File: config.mk
export PLATFORM = sky130hd
export DESIGN_NAME = ex_muldiv_unit
export DESIGN_NICKNAME = d
export VERILOG_FILES = /design/src/rtl/ex_muldiv_unit.sv
export SDC_FILE = /design/constraint.sdc
export NUM_CORES = 1
export LEC_CHECK = 0
export BUFFER_PORTS_ARGS = -buffer_cell sky130_fd_sc_hd__clkbuf_2
export CELL_PAD_IN_SITES_DETAIL_PLACEMENT = 1
export CELL_PAD_IN_SITES_GLOBAL_PLACEMENT = 1
export CORE_MARGIN = 5
export CORE_UTILIZATION = 50
export CTS_CLUSTER_SIZE = 30
export DETAILED_ROUTE_END_ITERATION = 7
export PLACE_DENSITY = 0.87
export SLEW_MARGIN = 25
export SYNTH_ARGS = -nofsm -noshare
export SYNTH_HDL_FRONTEND = slang
export SYNTH_SLANG_ARGS = --single-unit
export TNS_END_PERCENT = 10
File: constraint.sdc
create_clock -name CLK -period 6.1 [get_ports CLK]
set_input_delay 0.305 -clock CLK [delete_from_list [all_inputs] [get_ports CLK]]
set_output_delay 0.305 -clock CLK [all_outputs]
set_load 0.005 [all_outputs]
File: src/rtl/ex_muldiv_unit.sv
// Iterative RV32M multiply/divide unit for the EX stage.
// Fixed 34-cycle latency from accepted start to the one-cycle done pulse.
module ex_muldiv_unit #(
    parameter int XLEN = 32
) (
    input  logic            CLK,
    input  logic            RESET,
    input  logic            start,
    input  logic [2:0]      funct3,
    input  logic [XLEN-1:0] op_a,
    input  logic [XLEN-1:0] op_b,
    input  logic            flush,
    output logic            busy,
    output logic            done,
    output logic [XLEN-1:0] result,
    output logic            stall_req
);

    localparam logic [1:0] S_IDLE = 2'd0;
    localparam logic [1:0] S_CALC = 2'd1;
    localparam logic [1:0] S_FIX  = 2'd2;
    localparam logic [1:0] S_DONE = 2'd3;

    localparam logic [XLEN-1:0] INT_MIN = {1'b1, {(XLEN-1){1'b0}}};

    logic [1:0]        state;
    logic [5:0]        counter;
    logic [2:0]        fn_r;
    logic [XLEN-1:0]   a_reg;
    logic [XLEN-1:0]   b_reg;
    logic [XLEN-1:0]   a_raw;
    logic [2*XLEN-1:0] acc;
    logic              res_neg;
    logic              rem_neg;
    logic              div_zero;
    logic              div_ovf;

    function automatic logic [XLEN-1:0] abs_if(input logic [XLEN-1:0] v, input logic sgn);
        return (sgn && v[XLEN-1]) ? -v : v;
    endfunction

    function automatic logic [XLEN-1:0] neg_if(input logic [XLEN-1:0] v, input logic neg);
        return neg ? -v : v;
    endfunction

    function automatic logic [2*XLEN-1:0] neg_wide_if(input logic [2*XLEN-1:0] v, input logic neg);
        return neg ? -v : v;
    endfunction

    logic sgn_a;
    logic sgn_b;
    logic accept;

    // MULH, MULHSU, DIV, REM treat op_a as signed; MULHSU leaves op_b unsigned.
    assign sgn_a  = (funct3 == 3'b001) || (funct3 == 3'b010) || (funct3 == 3'b100) || (funct3 == 3'b110);
    assign sgn_b  = (funct3 == 3'b001) || (funct3 == 3'b100) || (funct3 == 3'b110);
    assign accept = start && !flush && ((state == S_IDLE) || (state == S_DONE));

    assign busy      = (state == S_CALC) || (state == S_FIX);
    assign done      = (state == S_DONE);
    assign stall_req = busy || accept;

    logic [XLEN:0]     mul_sum;
    logic [XLEN:0]     div_trial;
    logic              div_ge;
    logic [XLEN-1:0]   div_diff;
    logic [XLEN-1:0]   rem_next;

    // Multiply adds into the upper half and shifts right; divide shifts the dividend in from a_reg.
    assign mul_sum   = {1'b0, acc[2*XLEN-1:XLEN]} + (b_reg[0] ? {1'b0, a_reg} : {(XLEN+1){1'b0}});
    assign div_trial = {acc[2*XLEN-1:XLEN], a_reg[XLEN-1]};
    assign div_ge    = div_trial >= {1'b0, b_reg};
    assign div_diff  = div_trial[XLEN-1:0] - b_reg;
    assign rem_next  = div_ge ? div_diff : div_trial[XLEN-1:0];

    logic [2*XLEN-1:0] prod_fix;
    logic [XLEN-1:0]   quo_fix;
    logic [XLEN-1:0]   rem_fix;
    logic [XLEN-1:0]   sel_fix;

    always_comb begin
        prod_fix = neg_wide_if(acc, res_neg);
        quo_fix  = neg_if(acc[XLEN-1:0], res_neg);
        rem_fix  = neg_if(acc[2*XLEN-1:XLEN], rem_neg);
        if (div_zero) begin
            quo_fix = '1;
            rem_fix = a_raw;
        end else if (div_ovf) begin
            quo_fix = INT_MIN;
            rem_fix = '0;
        end
        case (fn_r)
            3'b000:                 sel_fix = prod_fix[XLEN-1:0];
            3'b001, 3'b010, 3'b011: sel_fix = prod_fix[2*XLEN-1:XLEN];
            3'b100, 3'b101:         sel_fix = quo_fix;
            default:                sel_fix = rem_fix;
        endcase
    end

    always_ff @(posedge CLK or negedge RESET) begin
        if (!RESET) begin
            state    <= S_IDLE;
            counter  <= '0;
            fn_r     <= '0;
            a_reg    <= '0;
            b_reg    <= '0;
            a_raw    <= '0;
            acc      <= '0;
            res_neg  <= 1'b0;
            rem_neg  <= 1'b0;
            div_zero <= 1'b0;
            div_ovf  <= 1'b0;
            result   <= '0;
        end else if (flush) begin
            state   <= S_IDLE;
            counter <= '0;
        end else begin
            case (state)
                S_IDLE, S_DONE: begin
                    if (start) begin
                        fn_r     <= funct3;
                        a_reg    <= abs_if(op_a, sgn_a);
                        b_reg    <= abs_if(op_b, sgn_b);
                        a_raw    <= op_a;
                        acc      <= '0;
                        res_neg  <= (sgn_a && op_a[XLEN-1]) ^ (sgn_b && op_b[XLEN-1]);
                        rem_neg  <= sgn_a && op_a[XLEN-1];
                        div_zero <= funct3[2] && (op_b == '0);
                        div_ovf  <= funct3[2] && !funct3[0] && (op_a == INT_MIN) && (op_b == '1);
                        counter  <= '0;
                        state    <= S_CALC;
                    end else begin
                        state <= S_IDLE;
                    end
                end
                S_CALC: begin
                    if (fn_r[2]) begin
                        acc   <= {rem_next, acc[XLEN-2:0], div_ge};
                        a_reg <= a_reg << 1;
                    end else begin
                        acc   <= {mul_sum, acc[XLEN-1:1]};
                        b_reg <= b_reg >> 1;
                    end
                    counter <= counter + 6'd1;
                    if (counter == 6'd31) state <= S_FIX;
                end
                default: begin
                    result <= sel_fix;
                    state  <= S_DONE;
                end
            endcase
        end
    end

endmodule

# Yosys cells after proc, flatten, opt, wreduce, memory -nomap -nowiden
# Index checks and enable logic that the tools add are counted.
[word_totals]
register_bits = 207
in_bits = 71
out_inout_bits = 35
wordCells = 105
[classes]
add_sub_neg = 8
magnitude_cmp = 1
eq_ne = 20
mux = 28
bitwise_logic = 3
n_reduce_logical = 33
[ops]
columns = ["cell", "n"]
rows = [
  ["$mux 32", 14],
  ["$mux 64", 3],
  ["$neg 32->32", 4],
  ["$pmux 32 s2", 2],
  ["$pmux 64 s2", 1],
  ["$pmux 32 s3", 1],
  ["$eq 32x32->1 const B", 2],
  ["$neg 64->64", 1],
  ["$add 32x32->33", 1],
  ["$ge 33x32->1", 1],
  ["$logic_not 32->1", 1],
  ["$sub 32x32->32", 1],
  ["$eq 3x3->1 const B", 4],
  ["$mux 6", 2],
  ["$pmux 6 s2", 1],
  ["$eq 3x2->1 const B", 3],
  ["$logic_and 1x1->1", 8],
  ["$logic_or 1x1->1", 8],
  ["$reduce_and 4->1", 2],
  ["$add 6x1->6 const B", 1],
  ["$eq 3x1->1 const B", 2],
  ["$eq 6x5->1 const B", 1],
  ["$ne 2x2->1 const B", 3],
  ["$reduce_and 3->1", 2],
  ["other kinds (17)", 24],
]

# Longest topological paths before layout
[depth]
word_depth = 8
depth_mapped = 14
ltp_nobuf = 13

# Worst setup path before layout
# No wires, ideal clock.
[synth_timing]
path_type = "reg2reg"
startpoint = "register acc[2]"
endpoint = "register result[27]"
setup_time_ns = 0.094
t_arrival_ns = 3.296
t_required_ns = 6.006
slack_ns = 2.710
stages_incl_launch_ff = 12
path_buffers = 3
period_less_slack_ns = 3.390
cell_sequence = "dfrtp_1 > buf_6 > or4_4 > or4_4 > or4_4 > or4_4 > buf_6 > buf_6 > o41ai_2 > xnor2_1 > a21oi_1 > a211oi_1"
[synth_via]
elab_chain_cells = 5
word_cells_on_any_way = 7
cone_classes = "add/sub (2); mux (5)"
[synth_lines]
columns = ["element", "line_no", "rtl"]
rows = [
  ["start: declaration", "32", "logic [2*XLEN-1:0] acc;"],
  ["start signal: assignment", "138", "acc <= {rem_next, acc[XLEN-2:0], div_ge};"],
  ["start signal: assignment", "141", "acc <= {mul_sum, acc[XLEN-1:1]};"],
  ["$neg 32->32", "43", "return neg ? -v : v;"],
  ["$mux 32", "43", ""],
  ["$mux 32", "88", "end else if (div_ovf) begin"],
  ["$mux 32", "85", "if (div_zero) begin"],
  ["$pmux 32 s3 (*)", "92", "case (fn_r)"],
  ["end signal: assignment", "148", "result <= sel_fix;"],
  ["end: declaration", "15", "output logic [XLEN-1:0] result,"],
]
# Mark *: on every way between the ends. The rest lies on a longest branch, timed or not.
# A chain may end at the register's enable or synchronous reset.

# Worst setup path in the final report
[layout_timing]
startpoint = "register acc[24]"
endpoint = "register result[22]"
[layout_via]
elab_chain_cells = 3
[layout_lines]
columns = ["element", "line_no", "rtl"]
rows = [
  ["$neg 64->64", "47", "return neg ? -v : v;"],
  ["$mux 64", "47", ""],
  ["$pmux 32 s3", "92", ""],
]
# No other way between the ends.

==> summary.txt <==
CLOCK TREE
--------------------------------------------------------------------------------------------
Clk buf depth                                                                              3
H-Tree Depth                                                                               1
Clock-pin slew of the registers on the worst-case setup and hold paths               0.06 ns
Total number of clock tree sinks                                                         207
Number of buffers added for setup after CTS                                                0
Root buf cell                                                                   sky130_fd_sc_hd__clkbuf_16
Number of buffers inserted during clock tree synthesis                                    25
Clock tree from TritonCTS                                                                yes
Latest clock arrival within the worst-skew pair                                      0.57 ns

TIMING
--------------------------------------------------------------------------------------------
Max-slew headroom at the worst pin                                                     31.9%
Setup-violating endpoint count in the final report                                         0
Tightest hold margin                                                               0.0262 ns
Clock period minus worst slack                                                       4.14 ns
Post-Route Skew                                                                    0.0118 ns
Number of pins exceeding their max-slew limit in the final report                          0
Achievable Freq                                                                      242 MHz
TNS Setup                                                                               0 ns
Final hold violation count                                                                 0
Final worst path period share                                                          67.8%
Unrepaired setup endpoints after global routing                                        false
Slew at the pin closest to its max-slew limit                                        1.02 ns

CRITICAL PATH
--------------------------------------------------------------------------------------------
Register-to-register setup slack                                                     1.96 ns
Required time at the worst-slack endpoint                                            6.51 ns
CP max FO                                                                                 15
Crit-path leading delay family                                                  simple AND/OR/NAND/NOR gates
Critical path launch point type                                                    flip-flop
CP Capture Type                                                                    flip-flop
Longest individual stage delay on the worst path                                     0.74 ns
Cell at the slowest stage of the critical path                                  sky130_fd_sc_hd__o41ai_1
Crit path kind                                                                       reg2reg
Critical path buffer and inverter count                                                    0
Cell-by-cell listing of the critical path                                       or4_1 -> or4_1 -> or2_2 -> nor3_1 -> nand4_1 -> o41ai_1 -> xnor2_1 -> a221oi_1 -> a211oi_1
Worst EP arrival                                                                     4.54 ns
Most used cell, CP                                                              sky130_fd_sc_hd__or4_1

PLACEMENT
--------------------------------------------------------------------------------------------
Placed cell count                                                                       2563
Number of buffer cells added on primary ports                                            105
Placed wire-length estimate after detailed placement                                48100 µm
Dpl cell area                                                                     0.0179 mm²
Final estimated routing congestion in global placement                                 0.953

GLOBAL ROUTING
--------------------------------------------------------------------------------------------
Total Routing Usage GR                                                                 32.7%
Pin count of the biggest net entering global routing                                     124
Remaining global-route overflow                                                            0
Number of global-route vias before repair                                              17360
Number of antenna violations at the first check in global routing                          1
Wire length of the first global-routing pass                                       100000 µm

SYNTH
--------------------------------------------------------------------------------------------
Largest area contributor in the synthesized netlist                             sky130_fd_sc_hd__dfrtp_1
Compound-Gate Fraction of Synth Area                                                   25.7%
Share of the yosys chip area belonging to registers                                    30.1%
Combined area of all synthesized cells                                            0.0172 mm²
Post-synthesis cell count                                                               2145
Fraction of synthesized area in multiplexers                                           5.59%
Adder and majority gate portion of the synthesized area                                5.61%
FF+latch count, synth                                                                    207
Main combinational cell family by area after synthesis                          compound AO/OA/AOI/OAI gates
Synthesized netlist net count                                                           2292
Number of warning messages in the yosys log                                                0
Prevailing post-synth register cell                                             sky130_fd_sc_hd__dfrtp_1
Area share of xor/xnor cells in the synthesized design                                 9.51%
Number of distinct standard cells referenced by the synthesized netlist                   73
Share of the synthesized area in the top cell type                                     30.1%
Basic-gate share of the synthesized area counting and, or, nand and nor cells          18.3%
Number of enable flip-flop cells after synthesis                                           0
Synthesized area divided by synthesized cell count                                  8.03 µm²
Async SR Flop Fraction                                                                  100%
Synth area leaders                                                              sky130_fd_sc_hd__dfrtp_1 (30%), sky130_fd_sc_hd__o21ai_0 (5.8%), sky130_fd_sc_hd__xnor2_1 (5.7%), sky130_fd_sc_hd__ha_1 (5.4%), sky130_fd_sc_hd__nand2_1 (5.3%)

CELLS AND AREA
--------------------------------------------------------------------------------------------
Share of final-layout standard cells stronger than drive strength 1                    11.1%
Area delta synth->final                                                                8.92%
Final Net Count                                                                         2283
Most flop-heavy register                                                                 acc
Finished Layout Cells                                                                   2608
Finished layout cell area                                                         0.0188 mm²
Max reg flops                                                                             64
Final core utilization                                                                 54.7%

FLOORPLAN
--------------------------------------------------------------------------------------------
DIE AREA                                                                          0.0382 mm²
Cell row count                                                                            68
Number of ports placed on the die boundary                                               106
Placeable core region                                                             0.0343 mm²
Width of the die                                                                      196 µm
Effective utilization at floorplan                                                     50.2%
Chip height                                                                           196 µm

ROUTE
--------------------------------------------------------------------------------------------
Remaining antenna violation count after routing                                            0
Initial DRT Pass Iterations                                                                5
Remaining DRCs                                                                             0
Routed via count                                                                       17153
Iteration-0 DRC Markers                                                                 1602
Routed vias/inst                                                                        6.58
Routed wire length per instance                                                      24.8 µm
DRT Wirelength                                                                      64700 µm

POWER AND IR DROP
--------------------------------------------------------------------------------------------
Peak VDD IR                                                                           340 µV
Pwr dens                                                                          594 mW/mm²
Leakage Power                                                                     0.00811 µW

JOB
--------------------------------------------------------------------------------------------
Max-cap violation count                                                                    0

OUTCOME
--------------------------------------------------------------------------------------------
Status                                                                          complete, no violations

MIN PATH
--------------------------------------------------------------------------------------------
Type of the worst min-delay path                                                      in2reg

synth_stat cells (all sizes together), types with 10 or more instances:
library cell / count
nand2: 244
dfrtp: 207
o21ai: 206
a21oi: 167
nor2: 160
clkbuf: 141
xnor2: 113
ha: 74
inv: 74
xor2: 74
o31ai: 64
mux2i: 59
a221oi: 44
a211oi: 38
and2: 36
mux2: 33
nor3: 33
nand4: 32
or3: 32
nand3: 28
or4: 22
a21o: 20
a22oi: 19
o41ai: 19
buf: 18
or2: 16
nor2b: 14
nor4: 14
o21a: 14
o211ai: 13
o221ai: 13
o21bai: 10
cell usage in the layout (no fill, tap or decap), types with 16 or more instances in the layout:
cell                        count
sky130_fd_sc_hd__a211oi_1      37
sky130_fd_sc_hd__a21o_1        20
sky130_fd_sc_hd__a21oi_1      167
sky130_fd_sc_hd__a221oi_1      43
sky130_fd_sc_hd__a22oi_1       19
sky130_fd_sc_hd__and2_1        36
sky130_fd_sc_hd__buf_4         16
sky130_fd_sc_hd__clkbuf_16     25
sky130_fd_sc_hd__clkbuf_2     104
sky130_fd_sc_hd__dfrtp_1      204
sky130_fd_sc_hd__ha_1          73
sky130_fd_sc_hd__inv_1         73
sky130_fd_sc_hd__mux2_2        33
sky130_fd_sc_hd__mux2i_1       59
sky130_fd_sc_hd__nand2_1      243
sky130_fd_sc_hd__nand3_1       28
sky130_fd_sc_hd__nand4_1       32
sky130_fd_sc_hd__nor2_1       159
sky130_fd_sc_hd__nor3_1        33
sky130_fd_sc_hd__o21ai_0      199
sky130_fd_sc_hd__o31ai_1       64
sky130_fd_sc_hd__or3_1         32
sky130_fd_sc_hd__or4_1         18
sky130_fd_sc_hd__xnor2_1      113
sky130_fd_sc_hd__xor2_1        74
final cells by class:
| class | count | area, µm² |
|---|---|---|
| multi-input combinational | 1705 | 11200 |
| clock inverter | 9 | 139 |
| antenna | 1 | 2.50 |
| inverter | 74 | 278 |
| sequential | 207 | 5180 |
| clock buffer | 34 | 709 |
| timing repair buffer | 123 | 686 |
| fill | 4188 | 15500 |
| tap | 455 | 569 |
power breakdown:
| group | internal, µW | switching, µW |
|---|---|---|
| registers | 1900 | 887 |
| clock network | 941 | 644 |
| logic | 2480 | 4290 |
| total | 5320 | 5820 |
repair_timing:
action	CTS	global route
hold endpoints to repair	84	0
resized for setup	0	0
hold buffers	1	0
stage by stage:
step | total power, µW | worst slack, ns
2_1_floorplan | 7220 | 2.71
3_3_place_gp | 9040 | 2.17
3_5_place_dp | 9320 | 2.04
4_1_cts | 11000 | 2.02
5_1_grt | 11800 | 1.75
6_report | 11100 | 1.96
per-layer routing:
metal  share of wire (%)  wire (µm)  global-route usage [%]  vias to the layer above
met4                 3.5       2250                    10.5                        0
met2                  46      29800                    52.5                      672
li1                    -          -                       -                     7764
met3                 7.5       4880                    6.04                      151
met5                   0          0                       0                        -
met1                  43      27800                    44.8                     8566
final timing paths:
kind | from | endpoint | cells after the start
worst max-delay path | acc[24] | result[22] | 9
worst min-delay path | op_a[13] | a_raw[13] | 2
worst max register to register | acc[24] | result[22] | 9
worst min register to register | b_reg[25] | b_reg[25] | 2
max in group asynchronous | RESET | res_neg | 3
min in group asynchronous | RESET | acc[54] | 2
logic make-up after synthesis:
kind of cell	count (synthesis)
AOI/OAI and AO/OA	686
xor gates and xnor gates	187
adders and majority gates	76
buffers and inverters	233
DFF	207
muxes	92
and+or+nand+nor	664
worst register-to-register path: stages (launching register included):
cell and delay (ns):
sky130_fd_sc_hd__dfrtp_1 0.48, sky130_fd_sc_hd__or4_1 0.64, sky130_fd_sc_hd__or4_1 0.44, sky130_fd_sc_hd__or2_2 0.34, sky130_fd_sc_hd__nor3_1 0.14, sky130_fd_sc_hd__nand4_1 0.68
sky130_fd_sc_hd__o41ai_1 0.75, sky130_fd_sc_hd__xnor2_1 0.16, sky130_fd_sc_hd__a221oi_1 0.27, sky130_fd_sc_hd__a211oi_1 0.08
Note: power is estimated with default switching activity, not from simulation.
